File: src/rtl/tile_pkg.sv
// Shared types and helpers for the tile row sequencer and its bias generator.
`ifndef GRID_LEN
`define GRID_LEN 4
`endif

package tile_pkg;

  typedef enum logic [2:0] {IDLE, SETUP, ISSUE, WAIT, DONE, FAIL} state_t;

  // Galois taps for x^16+x^14+x^13+x^11+1, right-shifting form
  localparam logic [15:0] LFSR_POLY = 16'hB400;
  localparam int MAX_LEN = 16;

  function automatic logic [15:0] lfsr_next(input logic [15:0] s);
    return {1'b0, s[15:1]} ^ (s[0] ? LFSR_POLY : 16'h0000);
  endfunction

  // OR of the one-hot values of tiles below ptr; only the low len bits are meaningful
  function automatic logic [MAX_LEN-1:0] or_below(input logic [MAX_LEN*MAX_LEN-1:0] v,
                                                  input int len, input int ptr);
    logic [MAX_LEN-1:0] m;
    m = '0;
    for (int j = 0; j < MAX_LEN; j++)
      if (j < ptr) m = m | v[j*len +: MAX_LEN];
    return m;
  endfunction

endpackage

File: src/rtl/bias_lfsr.sv
// Free-standing 16-bit Galois LFSR that advances only when stepped.
module bias_lfsr
  import tile_pkg::*;
#(
  parameter logic [15:0] SEED = 16'hACE1
) (
  input  logic        clock,
  input  logic        reset,
  input  logic        step,
  output logic [15:0] out
);

  always_ff @(posedge clock or negedge reset)
    if (!reset)    out <= SEED;
    else if (step) out <= lfsr_next(out);

endmodule

File: src/rtl/tile_row_sequencer.sv
// Backtracking turn-token scheduler for one row of tiles, with shared mask and bias buses.
module tile_row_sequencer
  import tile_pkg::*;
#(
  parameter int          LEN     = `GRID_LEN,
  parameter logic [15:0] SEED    = 16'hACE1,
  parameter int          TIMEOUT = 1024
) (
  input  logic               clock,
  input  logic               reset,
  input  logic               start,
  output logic [LEN-1:0]     myturn,
  input  logic [LEN-1:0]     passfwd,
  input  logic [LEN-1:0]     passbak,
  input  logic [LEN-1:0]     updaterowbias,
  input  logic [LEN*LEN-1:0] value,
  output logic [LEN-1:0]     occupiedmask,
  output logic [LEN-1:0]     rowbias,
  output logic               busy,
  output logic               done,
  output logic               fail,
  output logic [15:0]        backtracks
);

  localparam int PW = (LEN > 1) ? $clog2(LEN) : 1;
  localparam int WW = (TIMEOUT > 1) ? $clog2(TIMEOUT) : 1;
  localparam logic [WW-1:0]  WD_LAST  = WW'((TIMEOUT > 0) ? TIMEOUT - 1 : 0);
  localparam logic [PW-1:0]  PTR_LAST = PW'(LEN - 1);
  localparam logic [LEN-1:0] RB_RESET = (SEED[LEN-1:0] == '0) ? LEN'(1) : SEED[LEN-1:0];

  state_t              state, state_n;
  logic [PW-1:0]       ptr, ptr_n;
  logic [LEN-1:0]      turn_n, mask_n, bias_n;
  logic [15:0]         bt_n, lfsr, lfsr_adv;
  logic [WW-1:0]       wdog, wdog_n;
  logic [MAX_LEN-1:0]  below;
  logic [MAX_LEN*MAX_LEN-1:0] vext;
  logic                step, fwd, bak;

  assign vext = (MAX_LEN*MAX_LEN)'(value);
  assign fwd  = passfwd[ptr];
  assign bak  = passbak[ptr];
  assign step = (state == WAIT) && updaterowbias[ptr];

  bias_lfsr #(.SEED(SEED)) u_lfsr (
    .clock (clock),
    .reset (reset),
    .step  (step),
    .out   (lfsr)
  );

  always_comb begin
    state_n  = state;
    ptr_n    = ptr;
    turn_n   = '0;
    mask_n   = occupiedmask;
    bt_n     = backtracks;
    wdog_n   = wdog;
    below    = or_below(vext, LEN, int'(ptr));
    lfsr_adv = lfsr_next(lfsr);
    bias_n   = (lfsr_adv[LEN-1:0] == '0) ? LEN'(1) : lfsr_adv[LEN-1:0];
    case (state)
      IDLE, DONE, FAIL:
        if (start) begin
          state_n = SETUP;
          ptr_n   = '0;
          bt_n    = '0;
        end
      SETUP: begin
        mask_n  = below[LEN-1:0];
        turn_n  = LEN'(1) << ptr;   // registered, so it is visible during ISSUE only
        state_n = ISSUE;
      end
      ISSUE: begin
        wdog_n  = '0;
        state_n = WAIT;
      end
      WAIT:
        if (bak) begin
          if (ptr == '0) state_n = FAIL;
          else begin
            ptr_n   = ptr - PW'(1);
            bt_n    = (backtracks == 16'hFFFF) ? backtracks : backtracks + 16'd1;
            state_n = SETUP;
          end
        end else if (fwd) begin
          if (ptr == PTR_LAST) state_n = DONE;
          else begin
            ptr_n   = ptr + PW'(1);
            state_n = SETUP;
          end
        end else begin
          wdog_n = wdog + WW'(1);
          if (TIMEOUT != 0 && wdog == WD_LAST) state_n = FAIL;
        end
      default: state_n = IDLE;
    endcase
  end

  always_ff @(posedge clock or negedge reset)
    if (!reset) begin
      state        <= IDLE;
      ptr          <= '0;
      myturn       <= '0;
      occupiedmask <= '0;
      backtracks   <= '0;
      wdog         <= '0;
      rowbias      <= RB_RESET;
      busy         <= 1'b0;
      done         <= 1'b0;
      fail         <= 1'b0;
    end else begin
      state        <= state_n;
      ptr          <= ptr_n;
      myturn       <= turn_n;
      occupiedmask <= mask_n;
      backtracks   <= bt_n;
      wdog         <= wdog_n;
      if (step) rowbias <= bias_n;
      busy         <= (state_n == SETUP) || (state_n == ISSUE) || (state_n == WAIT);
      done         <= (state_n == DONE);
      fail         <= (state_n == FAIL);
    end

endmodule
File: config.mk
export PLATFORM = sky130hd
export DESIGN_NAME = tile_row_sequencer
export DESIGN_NICKNAME = d
export VERILOG_FILES = /design/src/rtl/tile_pkg.sv /design/src/rtl/bias_lfsr.sv /design/src/rtl/tile_row_sequencer.sv
export SDC_FILE = /design/constraint.sdc
export NUM_CORES = 1
export LEC_CHECK = 0
export CAP_MARGIN = 20
export CELL_PAD_IN_SITES_DETAIL_PLACEMENT = 1
export CELL_PAD_IN_SITES_GLOBAL_PLACEMENT = 1
export CORE_ASPECT_RATIO = 2
export CORE_MARGIN = 3
export CORE_UTILIZATION = 36
export DETAILED_ROUTE_END_ITERATION = 7
export PLACE_DENSITY_LB_ADDON = 0.15
export SYNTH_ARGS = -nofsm -noshare
export SYNTH_HDL_FRONTEND = slang
export SYNTH_SLANG_ARGS = --single-unit
File: constraint.sdc
create_clock -name clock -period 2 [get_ports clock]
set_input_delay 0.6 -clock clock [delete_from_list [all_inputs] [get_ports clock]]
set_output_delay 0.6 -clock clock [all_outputs]
set_load 0.03 [all_outputs]
==> results_dict.tcl <==
set metrics [dict create \
    final_common_cell "dfrtp_1" \
    start_util 0.373 \
    syn_area_mm2 0.00314 \
    numPortBuffers 57 \
    final.setup.tns_ns -0.660 \
    wl_per_cell_um 17.2 \
    io_pins 62 \
    leakagePower_nw 2.24 \
    seq_area_mm2 0.00157 \
    synth_area_leaders "dfrtp_1 (42%), dfstp_2 (7.5%), mux2_2 (6.1%)" \
    placed_area_mm2 0.00420 \
    cts_sinks 62 \
    grt_pass1_wl_um 14000 \
    p_clk_frac 0.280 \
    fin_area_mm2 0.00477 \
    die_h_um 138 \
    timing.rr.end "wdog[4]" \
    hold_path_class "primary input to async pin" \
    fin_skew_ns 0.00680 \
    crit_start "passbak[0]" \
    layout_common_cells "dfrtp_1 (48), buf_4 (41), nor2_1 (31)" \
    ant_nets 0 \
    critPathKind "primary input to flip-flop" \
    clkTransAtPathRegs_ns 0.06 \
    p_per_area_mw_per_mm2 1260 \
    fin_nets 433 \
    ctsHoldBuffers 0 \
    fillers 928 \
    drc 0 \
    postSynth.asyncResetShare 1.00 \
    synth_cells 282 \
    r2r_cells 4 \
    rrSetupSlack_ns -0.07 \
    dp_hpwl_um 6160 \
    cts-root-buf "clkbuf_16" \
    crit_required_ns 2.25 \
    maxCapViolCount 0 \
    grtUsageTotal 0.180 \
    finish.utilization 0.568 \
    wl_um 8600 \
    syn_avg_cell_area_um2 11.1 \
    cts_buffer_depth 2 \
    insertion_delay_ns 0.33 \
    grt_max_degree 37 \
    power_frac_comb 0.458 \
    p_sw_mw 2.17 \
    vias 2672 \
    relSlewSlack 0.718 \
    antenna_found_initial 0 \
    critPathMaxFanout 8 \
    syn_nets 319 \
    seq_area_frac_synth 0.498 \
    power_frac_seq 0.261 \
    worst_slack_ns -0.0966 \
    n_antenna_cell 0 \
    status "finished, violations left" \
    yosys_register_bits 62 \
    cts-buffers-inserted 9 \
    area_growth_pct 52.1 \
    p_int_mw 3.82 \
    fmax_mhz 477 \
    coreArea_mm2 0.00841 \
    endpoint_kind "flip-flop" \
    grt_pass1_vias 2991 \
    htree_levels 3 \
    power_mw 6.00 \
    yosysTopAreaCell "dfrtp_1" \
    sw_frac_of_total 0.363 \
    die_x_um 72.0 \
    drt_iter0_drc 74 \
    synthDominantCellAreaShare 0.422 \
    pre_cts_slack_ns -0.593 \
    vdd_drop_max_v 0.000747 \
    slew_viol_final 0 \
    ys_types 54 \
    ys.flop_type "dfrtp_1" \
    fin_crit_sh 1.05 \
    cts_tree "built" \
    setup_viol 14 \
    rows 47 \
    hold_violations 0 \
    crit_arrival_ns 2.35 \
    drive_above_1_share 0.352 \
    worst_pin_slew_ns 0.423 \
    violations "negative setup slack" \
    rsz0062_at_grt "yes" \
    crit_end "wdog[4]" \
    synth-edff-count 0 \
    vias_per_cell 5.35 \
    first_pass_iters 4 \
    start_kind "primary input" \
    layout_min_cycle_time_ns 2.10 \
    ys_warn_count 0 \
    place_congestion 0.768 \
    die_area_mm2 0.00994 \
    multi_input_area_mm2 0.00165 \
    gr-total-overflow 0 \
    r2r-start "ptr[0]" \
]
==> per-layer routing <==
metal / routed length (µm) / track usage / vias up / part of all wire
li1: - / - / 1247 / -
met1: 3070 / 0.179 / 1357 / 0.36
met2: 5050 / 0.342 / 56 / 0.59
met3: 290 / 0.0392 / 12 / 0.034
met4: 186 / 0.0763 / 0 / 0.022
met5: 0 / 0 / - / 0
==> power by group through the flow <==
stage	clock, mW	combinational (mW)	sequential (mW)
final	1.68	2.75	1.57
after CTS	1.72	2.53	1.57
after detailed placement	0	2.36	1.59
after floorplan	0	1.16	1.75
after global routing	1.79	2.96	1.59
after global placement	0	2.31	1.58
==> state kept, by name, summed over array words and instances, names as in the netlist <==
signal        flops
fail              1
wdog             10
occupiedmask      4
state             3
backtracks       16
busy              1
u_lfsr.out       16
rowbias           4
done              1
ptr               2
myturn            4
==> cells by family (layout without fill, tap and decap cells) <==
logic type | after synthesis | count (layout) | share of synthesized area
compound gates | 50 | 51 | 0.142
flops | 62 | 62 | 0.498
simple gates | 102 | 102 | 0.168
buf+inv | 22 | 140 | 0.0271
mux | 25 | 25 | 0.0996
fa+ha+maj | 6 | 6 | 0.0239
xor+xnor | 15 | 15 | 0.0418
==> final cells by class <==
class,instances,share of cell area
tap,98,0.0257
clock inverter,6,0.0178
clock buffer,10,0.0501
inverter,13,0.0107
multi-input combinational,199,0.345
timing repair buffer,111,0.222
sequential,62,0.329
==> worst min-delay path by stage <==
stage               start              to  slack [ns]
3_3_place_gp   rowbias[0]      rowbias[0]        0.47
2_1_floorplan       reset   backtracks[0]        0.30
3_5_place_dp   rowbias[0]      rowbias[0]        0.48
4_1_cts             reset   backtracks[6]        0.15
5_1_grt             reset   backtracks[6]        0.16
6_report            reset  backtracks[14]        0.15
==> Yosys cell counts (6+ instances only) <==
library cell	instances
nand3_1	6
mux2_2	17
ha_1	6
and2_1	6
nor3_1	6
dfrtp_1	53
xnor2_1	11
nand4_1	7
o21ai_0	7
dfstp_2	9
nand2_1	21
a21oi_1	13
nor2_1	32
inv_1	13
==> worst max-delay path, stage by stage <==
cell           delay, ns
dlygate4sd2_1       0.22
mux4_2              0.58
o32a_4              0.49
or3_1               0.33
a21oi_1             0.12
==> what timing repair did <==
action                                  in CTS  in global routing
pin swaps                                   17                 18
buffers inserted                             4                 10
endpoints found under the setup margin      49                 43
gates cloned                                 1                  1
resized for setup                           34                 30
==> per-stage QoR <==
stage	hold slack, ns	std cells
6_report	0.153	499
4_1_cts	0.148	489
3_5_place_dp	0.481	469
2_1_floorplan	0.304	282
3_3_place_gp	0.469	469
5_1_grt	0.156	499
(Power assumes the default switching activity.)
==> patch 1 (config.mk and constraints unchanged) <==
Set the macro `GRID_LEN` to 8 (it was 4).
--- a/src/rtl/tile_pkg.sv
+++ b/src/rtl/tile_pkg.sv
@@ -1,5 +1,5 @@
 // Shared types and helpers for the tile row sequencer and its bias generator.
 `ifndef GRID_LEN
-`define GRID_LEN 4
+`define GRID_LEN 8
 `endif
 
Ports: changed (7 resized); port bits go from 62 to 134. The function was not compared with the original's and may differ.
==> patch 1 against the unedited design <==
The run still ends with negative setup slack left. Routed wire length increased by 75%. Sequential power increased by 46%. Sequential cell count increased by 13. Combinational power increased by 59%. Final area increased by 38%. Power increased by 38%. Clock power decreased by 4%. Utilization increased by 3.2 points. Via count increased by 57%. Setup slack got worse by 370 ps. Area after synthesis increased by 30%. Synthesized cell count increased by 46%. Largest cell class unchanged. Highest routed layer unchanged.
==> patch 1: results (changes against the unedited design) <==
* Outcome: finished with violations
* Failing checks: negative setup slack
* Initial drt markers at 163 (+120%)
* Met2 wire len at 8.90 mm (+76%)
* Post-Syn Nets at 513 (+61%)
* Slew HR at 0.531 (-0.187)
* CP Max Fanout at 5 (-3)
* Crit path from: ptr[0]$_DFFE_PN0P_
* Synth Area in XOR/XNOR at 0.0301 (-0.0118)
* Clk Latency, worst-skew pair at 350 ps (+20 ps)
* Routed wl met3 at 640 um (+120%)
* Adder-Cell Fraction of Synth Area at 0.0276 (+0.00369)
* Largest net degree at the start of global routing at 31 (-16%)
* Fraction of synthesized area in multiplexers at 0.110 (+0.0105)
* Routed Antenna Nets at 0 (unchanged)
* Total global routing track utilization at 0.243 (+0.0632)
* Worst Skew at 7.03 ps (+0.238 ps)
* Post-Synthesis Cells at 413 (+46%)
* Placed Area at 0.00601 mm^2 (+43%)
* Worst EP arrival at 2690 ps (+340 ps)
* Net switching power at 3.44 mW (+58%)
* Crit Path Class: register to register
* Final setup fails at 33 (+19)
* Port Buffers at 125 (+120%)
* First-pass GRT wire length at 23.2 mm (+65%)
* Dpl hpwl at 10.9 mm (+77%)
* Sequential share of the synthesized area at 0.464 (-0.0340)
* Setup TNS at -7570 ps (-6910 ps)
* Cell variety after synth at 57 (+5.6%)
* Post-route setup slack at -464 ps (-367 ps)
* RePlAce Congestion at 0.774 (+0.85%)
* Vias per cell at 5.54 (+3.4%)
* Placed insts at 731 (+56%)
* Number of global-route vias before repair at 4686 (+57%)
* Wirelength per Cell at 19.8 um (+15%)
* Top post-synthesis cells by area: dfrtp_1 (39%), dfstp_2 (7.7%), a21oi_1 (5.9%)
* Leakage at 2.95 nW (+31%)
* Post-synth top cells: dfrtp_1 (63), a21oi_1 (48), nor2_1 (40)
* Layout net count at 715 (+65%)
* Power per Cell Area at 1260 mW/mm^2 (about the same)
* R2R cell count at 7 (+3)
* Post-synthesis compound-gate area fraction at 0.156 (+0.0136)
* Finished Layout Cells at 760 (+52%)
* M1 wire length at 4.94 mm (+61%)
* Worst reg2reg path endpoint: ptr[0]$_DFFE_PN0P_
* Max Root-Sink Buffers at 2 (unchanged)
* VDD IR max at 619 uV (-17%)
* Fill cells at 1233 (+33%)
* Layout cells sized above 1 at 0.287 (-0.0645)
-- patch 1: cell types whose count changed after synthesis, moves of 4 or more --
cell / change
and2_1: -4
o21ai_0: +13
or3_1: +9
a21oi_1: +35
nor2_1: +8
o211ai_1: +5
dfrtp_1: +10
nor3_1: +8
nor4_1: +8
nand2_1: +11
a222oi_1: -4
o22ai_1: +5
-- patch 1: routing by layer --
metal	up-vias	track usage
met3	43	0.0501
met1	2108	0.223
met4	0	0.103
met2	136	0.484
li1	1921	-
met5	-	0
-- patch 1: final cells by class --
| class | count | share of cell area |
|---|---|---|
| inverter | 18 | 0.0127 |
| multi-input combinational | 307 | 0.344 |
| sequential | 75 | 0.287 |
| timing repair buffer | 204 | 0.285 |
| tap | 140 | 0.0265 |
| clock buffer | 9 | 0.0341 |
| clock inverter | 7 | 0.0106 |
-- patch 1: critical path: stages (launching register included) --
cell     delay (ps)
dfrtp_2         460
mux4_2          570
mux2i_4         270
buf_6           140
o41a_1          230
nor2_4           70
nor3_4          290
mux2_4          320
-- patch 1: kinds of logic after synthesis --
family                     count (synthesis)
xor gates and xnor gates                  14
muxes                                     34
and+or+nand+nor                          145
buffers and inverters                     34
adders and majority gates                  9
AOI/OAI and AO/OA                        102
DFF                                       75
-- patch 1: worst min-delay path by stage --
stage                                              to  slack, ps
final                      backtracks[14]$_DFFE_PN0P_        210
after global routing       backtracks[14]$_DFFE_PN0P_        240
after CTS                 occupiedmask[6]$_DFFE_PN0P_        220
after detailed placement    u_lfsr.out[8]$_DFFE_PN0P_        500
after global placement      u_lfsr.out[8]$_DFFE_PN0P_        490
after floorplan             backtracks[0]$_DFFE_PN0P_        300
-- patch 1: repair_timing --
item | 4_1_cts | 5_1_grt
pin swaps | 9 | 3
setup buffers | 9 | 4
gates cloned | 2 | 1
hold buffers | 0 | 0
setup endpoints to repair | 93 | 66
endpoints found under the hold margin | 0 | 0
resized for setup | 71 | 22
-- patch 1: power by group through the flow --
stage	Sequential, mW	Clock, mW	Combinational [mW]
2_1_floorplan	2.68	0	1.78
3_3_place_gp	2.28	0	3.74
3_5_place_dp	2.33	0	3.87
4_1_cts	2.31	1.64	4.18
5_1_grt	2.36	1.72	4.70
6_report	2.30	1.62	4.38
-- patch 1: stage by stage --
step	worst slack, ps	hold slack [ps]
floorplan	-299	304
detailed placement	-847	500
CTS	-406	219
global route	-498	236
global placement	-724	488
finish	-464	205
==> patch 2 (same settings) <==
Made on the original files. The 6 states of `state_t` get a one-hot encoding in 6 bits.
--- a/src/rtl/tile_pkg.sv
+++ b/src/rtl/tile_pkg.sv
@@ -6,5 +6,5 @@
 package tile_pkg;
 
-  typedef enum logic [2:0] {IDLE, SETUP, ISSUE, WAIT, DONE, FAIL} state_t;
+  typedef enum logic [5:0] {IDLE = 6'b000001, SETUP = 6'b000010, ISSUE = 6'b000100, WAIT = 6'b001000, DONE = 6'b010000, FAIL = 6'b100000} state_t;
 
   // Galois taps for x^16+x^14+x^13+x^11+1, right-shifting form
Formal check against the unedited RTL: same outputs for any inputs over 10 cycles, from zero or initial values and one cycle with reset low; not proved beyond that.
==> patch 2 against the unedited design <==
The flow still finishes with violations (negative setup slack). Routed wire length increased by 8.8%. Cell count increased by 1.2%. Count of clock-buffer cells in the layout increased by 2. Area after synthesis increased by 1.1%. Setup slack got worse by 38 ps. Die area increased by 1.0%. Sequential cell count increased by 3. Final area decreased by 0.89%. Worst hold slack improved by 110 ps. Sequential share of layout area increased by 1.9 points. Critical path type is now register to register.
Power is not compared: it rests on default switching activity, and its combinational part moved more than twofold at a synthesized area within 25%.
==> patch 2: results (changes against the unedited design) <==
* Outcome: finished with violations
* Failing checks: negative setup slack
* Largest net degree at the start of global routing at 66 (+78%)
* Number of global-route vias before repair at 3077 (+2.9%)
* Layout cells sized above 1 at 0.319 (-0.0322)
* Final setup fails at 13 (-1)
* Initial drt markers at 150 (+100%)
* Total global routing track utilization at 0.196 (+0.0157)
* Post-synth top cells: dfrtp_1 (55), nor2_1 (23), nand2_1 (22)
* DRT Pass-1 Iters at 5 (+1)
* Layout net count at 440 (+1.6%)
* Post-route setup slack at -135 ps (-38.1 ps)
* M1 wire length at 3.29 mm (+7.2%)
* Vias at 2810 (+5.2%)
* Pre-CTS worst setup slack at -703 ps (-111 ps)
* RePlAce Congestion at 0.825 (+7.5%)
* Met2 wire len at 5.53 mm (+9.6%)
* CP Max Fanout at 6 (-2)
* Fill cells at 885 (-4.6%)
* Dpl hpwl at 6.74 mm (+9.4%)
* Drt total wl at 9.36 mm (+8.8%)
* Met3 Use GR at 0.0508 (+0.0116)
* Routing usage on met1 at 0.205 (+0.0257)
* Placed insts at 480 (+2.3%)
* First-pass GRT wire length at 15.2 mm (+8.3%)
* Fin Hold WS at 260 ps (+108 ps)
* Worst EP arrival at 2400 ps (+50 ps)
* Post-Synthesis Cells at 288 (+2.1%)
* Area Growth Syn to Fin at 49.1%
* Slew HR at 0.749 (+0.0309)
patch 2: cell types whose count changed after synthesis, sizes merged, moves of 5 or more:
cell / delta
a31o: -5
xor2: +7
xnor2: -6
inv: -5
o21ai: +9
o2111ai: +6
nand3: +8
o211ai: +7
or3: +7
mux2i: -5
nor2: -9
patch 2: worst max-delay path by stage:
stage                       startpoint             endpoint  cells after the start
global route        ptr[0]$_DFFE_PN0P_  wdog[9]$_DFFE_PN0P_                      7
global placement            passbak[3]  wdog[3]$_DFFE_PN0P_                      6
detailed placement          passbak[3]  wdog[6]$_DFFE_PN0P_                      6
floorplan                   passbak[3]  wdog[3]$_DFFE_PN0P_                      6
finish              ptr[0]$_DFFE_PN0P_  wdog[9]$_DFFE_PN0P_                      6
CTS                 ptr[0]$_DFFE_PN0P_  wdog[6]$_DFFE_PN0P_                      5
patch 2: kinds of logic after synthesis:
kind of cell | Yosys count | synth area share
compound gates | 58 | 0.129
xor+xnor | 16 | 0.0442
flops | 65 | 0.517
mux | 20 | 0.0840
fa+ha+maj | 7 | 0.0276
buf+inv | 17 | 0.0237
simple gates | 105 | 0.175
patch 2: timing repair:
| item | 4_1_cts | 5_1_grt |
|---|---|---|
| setup buffers | 6 | 1 |
| cloned | 1 | 1 |
| setup endpoints to repair | 48 | 50 |
| endpoints found under the hold margin | 0 | 0 |
| resized for setup | 36 | 25 |
| pin swaps | 9 | 11 |
patch 2: layout make-up:
class / instances / share of cell area
clock buffer: 12 / 0.0521
tap: 98 / 0.0259
inverter: 8 / 0.00635
timing repair buffer: 111 / 0.213
multi-input combinational: 207 / 0.339
clock inverter: 4 / 0.0164
sequential: 65 / 0.347
patch 2: report_power, final:
group	internal (mW)	switching [mW]	leakage (nW)
Combinational	0.584	0.681	1.20
Sequential	1.50	0.155	0.848
Clock	1.13	0.582	0.157
